`src/rtl/clk_ctrl_pkg.sv`:
```
// rtl/clk_ctrl_pkg.sv - shared states, BCD limits and BCD increment for the clock front panel
package clk_ctrl_pkg;

    typedef enum logic [2:0] {
        ST_RUN    = 3'd0,
        ST_SET_HR = 3'd1,
        ST_SET_MN = 3'd2,
        ST_SET_SD = 3'd3,
        ST_LOAD   = 3'd4,
        ST_ALM_HR = 3'd5,
        ST_ALM_MN = 3'd6
    } state_t;

    localparam logic [7:0] HR_MAX = 8'h23;
    localparam logic [7:0] MS_MAX = 8'h59;

    // One-hot field select, ordered {hr, mn, sd}
    localparam logic [2:0] SEL_NONE = 3'b000;
    localparam logic [2:0] SEL_HR   = 3'b100;
    localparam logic [2:0] SEL_MN   = 3'b010;
    localparam logic [2:0] SEL_SD   = 3'b001;

    // Packed-BCD increment with wrap to 00 past max; out-of-range inputs also wrap
    function automatic logic [7:0] bcd_inc(input logic [7:0] val, input logic [7:0] max);
        logic [7:0] res;
        if (val >= max) begin
            res = 8'h00;
        end else if (val[3:0] >= 4'h9) begin
            res = {val[7:4] + 4'h1, 4'h0};
        end else begin
            res = {val[7:4], val[3:0] + 4'h1};
        end
        return res;
    endfunction

endpackage

```
`src/rtl/key_edge.sv`:
```
// rtl/key_edge.sv - two-flop key synchroniser with rising-edge pulse
module key_edge (
    input  logic clk,
    input  logic rst_n,
    input  logic key,
    output logic pulse
);

    // sync[0], sync[1] resynchronise; sync[2] holds the previous synchronised level
    logic [2:0] sync;

    // Shift the key level through the synchroniser chain
    always_ff @(posedge clk or negedge rst_n) begin
        if (!rst_n) begin
            sync <= 3'b000;
        end else begin
            sync <= {sync[1:0], key};
        end
    end

    assign pulse = sync[1] & ~sync[2];

endmodule

```
`src/rtl/time_set_ctrl.sv`:
```
// rtl/time_set_ctrl.sv - front-panel set/alarm controller for the BCD clock
module time_set_ctrl
    import clk_ctrl_pkg::*;
#(
    parameter logic [27:0] CNT_MAX   = 28'd50_000_000,
    parameter logic [27:0] BLINK_MAX = 28'd25_000_000,
    parameter logic [7:0]  RING_S    = 8'd60,
    parameter logic [7:0]  TIMEOUT_S = 8'd30
) (
    input  logic       clk,
    input  logic       rst_n,
    input  logic       key_mode,
    input  logic       key_up,
    input  logic       key_alarm,
    input  logic [7:0] hr,
    input  logic [7:0] mn,
    input  logic [7:0] sd,
    output logic       set_mod,
    output logic       set_alarm,
    output logic       time_add,
    output logic [7:0] hr_cal,
    output logic [7:0] mn_cal,
    output logic [7:0] sd_cal,
    output logic [7:0] alarm_hr,
    output logic [7:0] alarm_mn,
    output logic       alarm_en,
    output logic       alarm_ring,
    output logic [2:0] blink_sel,
    output logic       blink
);

    state_t      state;
    state_t      state_nxt;
    logic        edge_mode;
    logic        edge_up;
    logic        edge_alarm;
    logic        any_edge;
    logic        ev_mode;
    logic        ev_alarm;
    logic        ev_up;
    logic        in_set;
    logic        in_alm;
    logic        key_acc;
    logic        timeout_hit;
    logic        tick;
    logic        match;
    logic [27:0] tick_cnt;
    logic [27:0] blink_cnt;
    logic [7:0]  timeout_cnt;
    logic [7:0]  ring_cnt;

    key_edge u_key_mode  (.clk(clk), .rst_n(rst_n), .key(key_mode),  .pulse(edge_mode));
    key_edge u_key_up    (.clk(clk), .rst_n(rst_n), .key(key_up),    .pulse(edge_up));
    key_edge u_key_alarm (.clk(clk), .rst_n(rst_n), .key(key_alarm), .pulse(edge_alarm));

    // While ringing, any edge only silences the alarm; otherwise mode > alarm > up
    assign any_edge = edge_mode | edge_up | edge_alarm;
    assign ev_mode  = edge_mode & ~alarm_ring;
    assign ev_alarm = edge_alarm & ~edge_mode & ~alarm_ring;
    assign ev_up    = edge_up & ~edge_mode & ~edge_alarm & ~alarm_ring;

    assign in_set  = (state == ST_SET_HR) || (state == ST_SET_MN) || (state == ST_SET_SD);
    assign in_alm  = (state == ST_ALM_HR) || (state == ST_ALM_MN);
    assign key_acc = (in_set && (ev_mode || ev_up)) || (in_alm && (ev_alarm || ev_up));

    assign tick        = (tick_cnt == CNT_MAX);
    assign timeout_hit = (in_set || in_alm) && tick && !key_acc
                         && (timeout_cnt == TIMEOUT_S - 8'd1);
    assign match       = (hr == alarm_hr) && (mn == alarm_mn) && (sd == 8'h00);

    // Next-state decode; the alarm key is inert in SET_*, the mode key inert in ALM_*
    always_comb begin
        state_nxt = state;
        case (state)
            ST_RUN: begin
                if (ev_mode) begin
                    state_nxt = ST_SET_HR;
                end else if (ev_alarm) begin
                    state_nxt = ST_ALM_HR;
                end
            end
            ST_SET_HR: begin
                if (ev_mode)          state_nxt = ST_SET_MN;
                else if (timeout_hit) state_nxt = ST_RUN;
            end
            ST_SET_MN: begin
                if (ev_mode)          state_nxt = ST_SET_SD;
                else if (timeout_hit) state_nxt = ST_RUN;
            end
            ST_SET_SD: begin
                if (ev_mode)          state_nxt = ST_LOAD;
                else if (timeout_hit) state_nxt = ST_RUN;
            end
            ST_LOAD: state_nxt = ST_RUN;
            ST_ALM_HR: begin
                if (ev_alarm)         state_nxt = ST_ALM_MN;
                else if (timeout_hit) state_nxt = ST_RUN;
            end
            ST_ALM_MN: begin
                if (ev_alarm)         state_nxt = ST_RUN;
                else if (timeout_hit) state_nxt = ST_RUN;
            end
            default: state_nxt = ST_RUN;
        endcase
    end

    // State register with outputs registered from the next state
    always_ff @(posedge clk or negedge rst_n) begin
        if (!rst_n) begin
            state     <= ST_RUN;
            set_mod   <= 1'b0;
            set_alarm <= 1'b0;
            time_add  <= 1'b0;
            blink_sel <= SEL_NONE;
        end else begin
            state     <= state_nxt;
            set_mod   <= state_nxt inside {ST_SET_HR, ST_SET_MN, ST_SET_SD, ST_LOAD};
            set_alarm <= state_nxt inside {ST_ALM_HR, ST_ALM_MN};
            time_add  <= (state_nxt == ST_LOAD);
            case (state_nxt)
                ST_SET_HR, ST_ALM_HR: blink_sel <= SEL_HR;
                ST_SET_MN, ST_ALM_MN: blink_sel <= SEL_MN;
                ST_SET_SD:            blink_sel <= SEL_SD;
                default:              blink_sel <= SEL_NONE;
            endcase
        end
    end

    // Edit registers: snapshot running time on entry, BCD-step the selected field on up
    always_ff @(posedge clk or negedge rst_n) begin
        if (!rst_n) begin
            hr_cal   <= 8'h00;
            mn_cal   <= 8'h00;
            sd_cal   <= 8'h00;
            alarm_hr <= 8'h07;
            alarm_mn <= 8'h00;
        end else if (state == ST_RUN && ev_mode) begin
            hr_cal <= hr;
            mn_cal <= mn;
            sd_cal <= sd;
        end else if (ev_up) begin
            case (state)
                ST_SET_HR: hr_cal   <= bcd_inc(hr_cal, HR_MAX);
                ST_SET_MN: mn_cal   <= bcd_inc(mn_cal, MS_MAX);
                ST_SET_SD: sd_cal   <= bcd_inc(sd_cal, MS_MAX);
                ST_ALM_HR: alarm_hr <= bcd_inc(alarm_hr, HR_MAX);
                ST_ALM_MN: alarm_mn <= bcd_inc(alarm_mn, MS_MAX);
                default: ;
            endcase
        end
    end

    // Free-running 1 s tick divider
    always_ff @(posedge clk or negedge rst_n) begin
        if (!rst_n) begin
            tick_cnt <= 28'd0;
        end else if (tick) begin
            tick_cnt <= 28'd0;
        end else begin
            tick_cnt <= tick_cnt + 28'd1;
        end
    end

    // Blink phase generator, restarted on every state change so a new field starts visible
    always_ff @(posedge clk or negedge rst_n) begin
        if (!rst_n) begin
            blink_cnt <= 28'd0;
            blink     <= 1'b0;
        end else if (state_nxt != state) begin
            blink_cnt <= 28'd0;
            blink     <= 1'b0;
        end else if (blink_cnt == BLINK_MAX) begin
            blink_cnt <= 28'd0;
            blink     <= ~blink;
        end else begin
            blink_cnt <= blink_cnt + 28'd1;
        end
    end

    // Idle-seconds counter for edit states, restarted by each accepted key
    always_ff @(posedge clk or negedge rst_n) begin
        if (!rst_n) begin
            timeout_cnt <= 8'd0;
        end else if (!(in_set || in_alm) || key_acc) begin
            timeout_cnt <= 8'd0;
        end else if (tick) begin
            timeout_cnt <= timeout_cnt + 8'd1;
        end
    end

    // Alarm arm toggle, match detect and ring duration
    always_ff @(posedge clk or negedge rst_n) begin
        if (!rst_n) begin
            alarm_en   <= 1'b0;
            alarm_ring <= 1'b0;
            ring_cnt   <= 8'd0;
        end else if (alarm_ring) begin
            if (any_edge || !alarm_en) begin
                alarm_ring <= 1'b0;
            end else if (tick) begin
                if (ring_cnt == RING_S - 8'd1) begin
                    alarm_ring <= 1'b0;
                end else begin
                    ring_cnt <= ring_cnt + 8'd1;
                end
            end
        end else if (state == ST_RUN) begin
            if (ev_up) begin
                alarm_en <= ~alarm_en;
            end else if (alarm_en && match) begin
                alarm_ring <= 1'b1;
                ring_cnt   <= 8'd0;
            end
        end
    end

endmodule

```
`config.mk`:
```
export PLATFORM = sky130hd
export DESIGN_NAME = time_set_ctrl
export DESIGN_NICKNAME = d
export VERILOG_FILES = /design/src/rtl/clk_ctrl_pkg.sv /design/src/rtl/key_edge.sv /design/src/rtl/time_set_ctrl.sv
export SDC_FILE = /design/constraint.sdc
export NUM_CORES = 1
export LEC_CHECK = 0
export ABC_AREA = 1
export BUFFER_PORTS_ARGS = -buffer_cell sky130_fd_sc_hd__buf_2
export CORE_MARGIN = 1.5
export CORE_UTILIZATION = 50
export CTS_CLUSTER_DIAMETER = 50
export DETAILED_ROUTE_END_ITERATION = 8
export GPL_TIMING_DRIVEN = 0
export PLACE_DENSITY = 0.69
export SLEW_MARGIN = 10
export SYNTH_ARGS = -nofsm -noshare
export SYNTH_HDL_FRONTEND = slang
export SYNTH_SLANG_ARGS = --single-unit
```
`constraint.sdc`:
```
create_clock -name clk -period 2 [get_ports clk]
set_clock_uncertainty 0.2 [all_clocks]
set_input_delay 0.6 -clock clk [delete_from_list [all_inputs] [get_ports clk]]
set_output_delay 0.6 -clock clk [all_outputs]
set_load 0.02 [all_outputs]
```
==> results by group <==
Yosys
  • Top post-synthesis cells by count: 187 x nand2_1, 163 x inv_1, 130 x dfrtp_1, 125 x nor2_1, 70 x nand3_1
  • Netlist cell types: 48
  • Seq cells post-synth: approximately 130
  • Fraction of registers with async set/reset: 1.00
  • Avg Cell Area, Syn: 7.70 um^2
  • Yosys warning count: 0
  • Cells after synthesis: 1,029
  • Syn Std Cell Area: 0.00793 mm^2
  • Syn Nets: 1,090
  • Top cells by area, synth: dfrtp_1 41%, nand2_1 8.9%, inv_1 7.7%
  • Post-synth EDFFs: 0
  • Synth Flop Type: dfrtp_1
  • Most common cell in the netlist: nand2_1
  • Sequential-to-total area share from yosys stat: 0.420
  • Area leader, netlist: dfrtp_1
  • Post-synth top area share: 0.410

Timing
  • Setup TNS: -21,620 ps
  • Final Hold Vio Count: 0
  • Final period util: 1.25
  • Fmax: about 0.40 GHz
  • Slew at the pin closest to its max-slew limit: 531 ps
  • Max Transition Viols Final: 0
  • Final worst slack: -506 ps
  • Final Setup Violations: between 80 and 90
  • Rel. slew slack: 0.646
  • Min Clock Period, post-route: 2510 ps
  • RSZ-0062 raised after global routing: true

Hold path
  • Type of the tightest min-delay check: in -> reg

Power
  • Peak supply drop: 950 uV
  • Leakage power: 5.36 nW
  • PD cells: 1120 mW/mm^2
  • Total power: 0.0127 W

Job
  • Max-cap check violation count: 0

Route
  • First-pass detailed-route iteration total: 6
  • Total number of vias: 8,000
  • Post-DRT Antenna Nets: 0
  • Post-Route WL: 23,600 um
  • # DRC: 0
  • Drt initial violations: roughly 670
  • Vias per inst: between 5 and 6
  • WL/cell: around 16 um

Setup path
  • Worst setup SP type: flip-flop
  • Worst Setup End Kind: flip-flop
  • Worst-path maximum fanout: 6
  • Kind of critical path: reg -> reg
  • CP required: 2160 ps
  • Worst endpoint data arrival time: 2670 ps

CTS
  • CTS Sinks: between 100 and 150
  • Num CTS Buffers: 17
  • CTS tree: built
  • CTS max path bufs: 2
  • H-Tree Depth: 4
  • Clk pin slew, worst setup/hold paths: 60 ps
  • Clk Latency, worst-skew pair: roughly 430 ps
  • CTS root buffer: clkbuf_16

Global routing
  • Largest net degree at the start of global routing: 80
  • Total congestion overflow: 0
  • Total track usage: 0.254
  • First-pass GRT wire length: 33,400 um
  • Initial antenna violation count: 0
  • Vias in the first global route: 6,983

Finish
  • Layout cells sized above 1: 0.394
  • Antenna diode count: 0
  • Final Non-Filler Cells: 1,473
  • Fin nets: 1,310
  • Filler Cells Inserted: 1,077
  • Area Overhead vs Synth: 44.0%
  • Post-route cell area: 0.0114 mm^2

Floorplanning
  • Die Y: 129 um
  • FP Rows: 45
  • Die ar.: about 0.017 mm^2
  • Die Wd: 129 um
  • Starting Density: 0.517
  • Boundary Pins: 78
  • Core area: 0.0153 mm^2

Outcome
  • Status: finished, violations left
  • Failing checks: setup timing

Placement
  • Dpl cells: 1,318
  • Detail Placement HPWL: 13,300 um
  • DP Area: 0.00863 mm^2
  • PortBufs: 77
  • Gpl congestion: 0.862
## flip-flops by register name, summed over array words and instances, names as in the netlist
| name | count |
|---|---|
| alarm_ring | 1 |
| blink_sel | 3 |
| state | 3 |
| u_key_up.sync | 3 |
| alarm_mn | 8 |
| blink | 1 |
| hr_cal | 8 |
| sd_cal | 8 |
| tick_cnt | 28 |
| set_alarm | 1 |
| ring_cnt | 8 |
| blink_cnt | 28 |
| u_key_mode.sync | 3 |
| set_mod | 1 |
| u_key_alarm.sync | 3 |
| mn_cal | 8 |
| alarm_en | 1 |
| timeout_cnt | 8 |
| alarm_hr | 8 |
| time_add | 1 |
## routing by layer
layer  vias up  global-route usage  part of all wire
li1       3804                   -                 -
met1      3823               0.338              0.43
met2       298               0.417              0.49
met3        75              0.0516             0.057
met4         0              0.0820             0.032
met5         -                   0                 0
## timing repair
| item | 4_1_cts | 5_1_grt |
|---|---|---|
| endpoints found under the hold margin | 51 | 0 |
| hold buffers | 1 | 0 |
| setup endpoints to repair | 94 | 109 |
| cloned | 3 | 2 |
| pin swaps | 38 | 80 |
| buffers inserted | 50 | 76 |
| resized for setup | 109 | 246 |
## through the flow
stage                     utilization  hold WS (ps)  worst slack (ps)
after floorplan                     -           104              -158
after detailed placement        0.564           136              -536
after global placement          0.561           132             -2050
final                           0.745          67.3              -506
after CTS                       0.652          57.1              -369
after global routing            0.745          49.6              -636
## critical path, cell delays in order, from the launching register on
cell and delay [ps]:
dfrtp_1 420, inv_2 90, ha_4 140, nand2_2 50, nor2_1 100, nand2_1 90, nor2_4 150, nand3_4 160
nand2_2 110, nand2_2 90, nand2_4 90, nand3_2 80, nand2_2 90, nand3_2 90, buf_8 150, buf_12 120
buf_12 140, nor2_4 70
## cell usage in the layout (no fill, tap or decap), types with 31 or more instances in the layout
cell | Yosys | routed
nand2_1 | 187 | 145
a21oi_1 | 47 | 31
dfrtp_1 | 130 | 113
inv_1 | 163 | 139
buf_6 | 2 | 39
nand3_1 | 70 | 53
xor2_1 | 32 | 32
nand2_2 | 4 | 34
buf_4 | 2 | 86
buf_2 | 3 | 74
nand4_1 | 32 | 32
nor2_1 | 125 | 86
## area by class of cell
| cell class | instances | area (um^2) | share of cell area |
|---|---|---|---|
| plain buffers | 11 | 133 | 0.0116 |
| clock buffers | 18 | 439 | 0.0385 |
| clock inverters | 14 | 164 | 0.0144 |
| inverters | 171 | 683 | 0.0599 |
| multi-input cells | 712 | 4790 | 0.420 |
| flip-flops and latches | 133 | 3350 | 0.294 |
| well taps | 211 | 264 | 0.0231 |
| repair buffers | 203 | 1580 | 0.139 |
## final timing paths
check                                      start                   to  slack [ps]  cells after the start
worst max-delay path                 tick_cnt[0]        blink_cnt[26]        -510                     17
worst min-delay path                   key_alarm  u_key_alarm.sync[0]          70                      1
worst max register to register       tick_cnt[0]        blink_cnt[26]        -510                     17
worst min register to register  u_key_up.sync[0]     u_key_up.sync[1]         150                      0
max in group asynchronous                  rst_n         blink_cnt[2]         300                      3
min in group asynchronous                  rst_n          tick_cnt[9]         490                      2
## power breakdown
group	total (W)	switching [W]	internal [W]
Combinational	0.00598	0.00338	0.00259
Clock	0.00325	0.00134	0.00191
Sequential	0.00352	0.000435	0.00308
Total	0.0127	0.00516	0.00758
## logic make-up after synthesis
logic type	after synthesis	share of synthesized area
xor gates and xnor gates	37	0.0409
buffers and inverters	184	0.0925
and+or+nand+nor	507	0.295
adders and majority gates	32	0.0505
AOI/OAI and AO/OA	136	0.101
DFF	133	0.420
(Power assumes the default switching activity.)
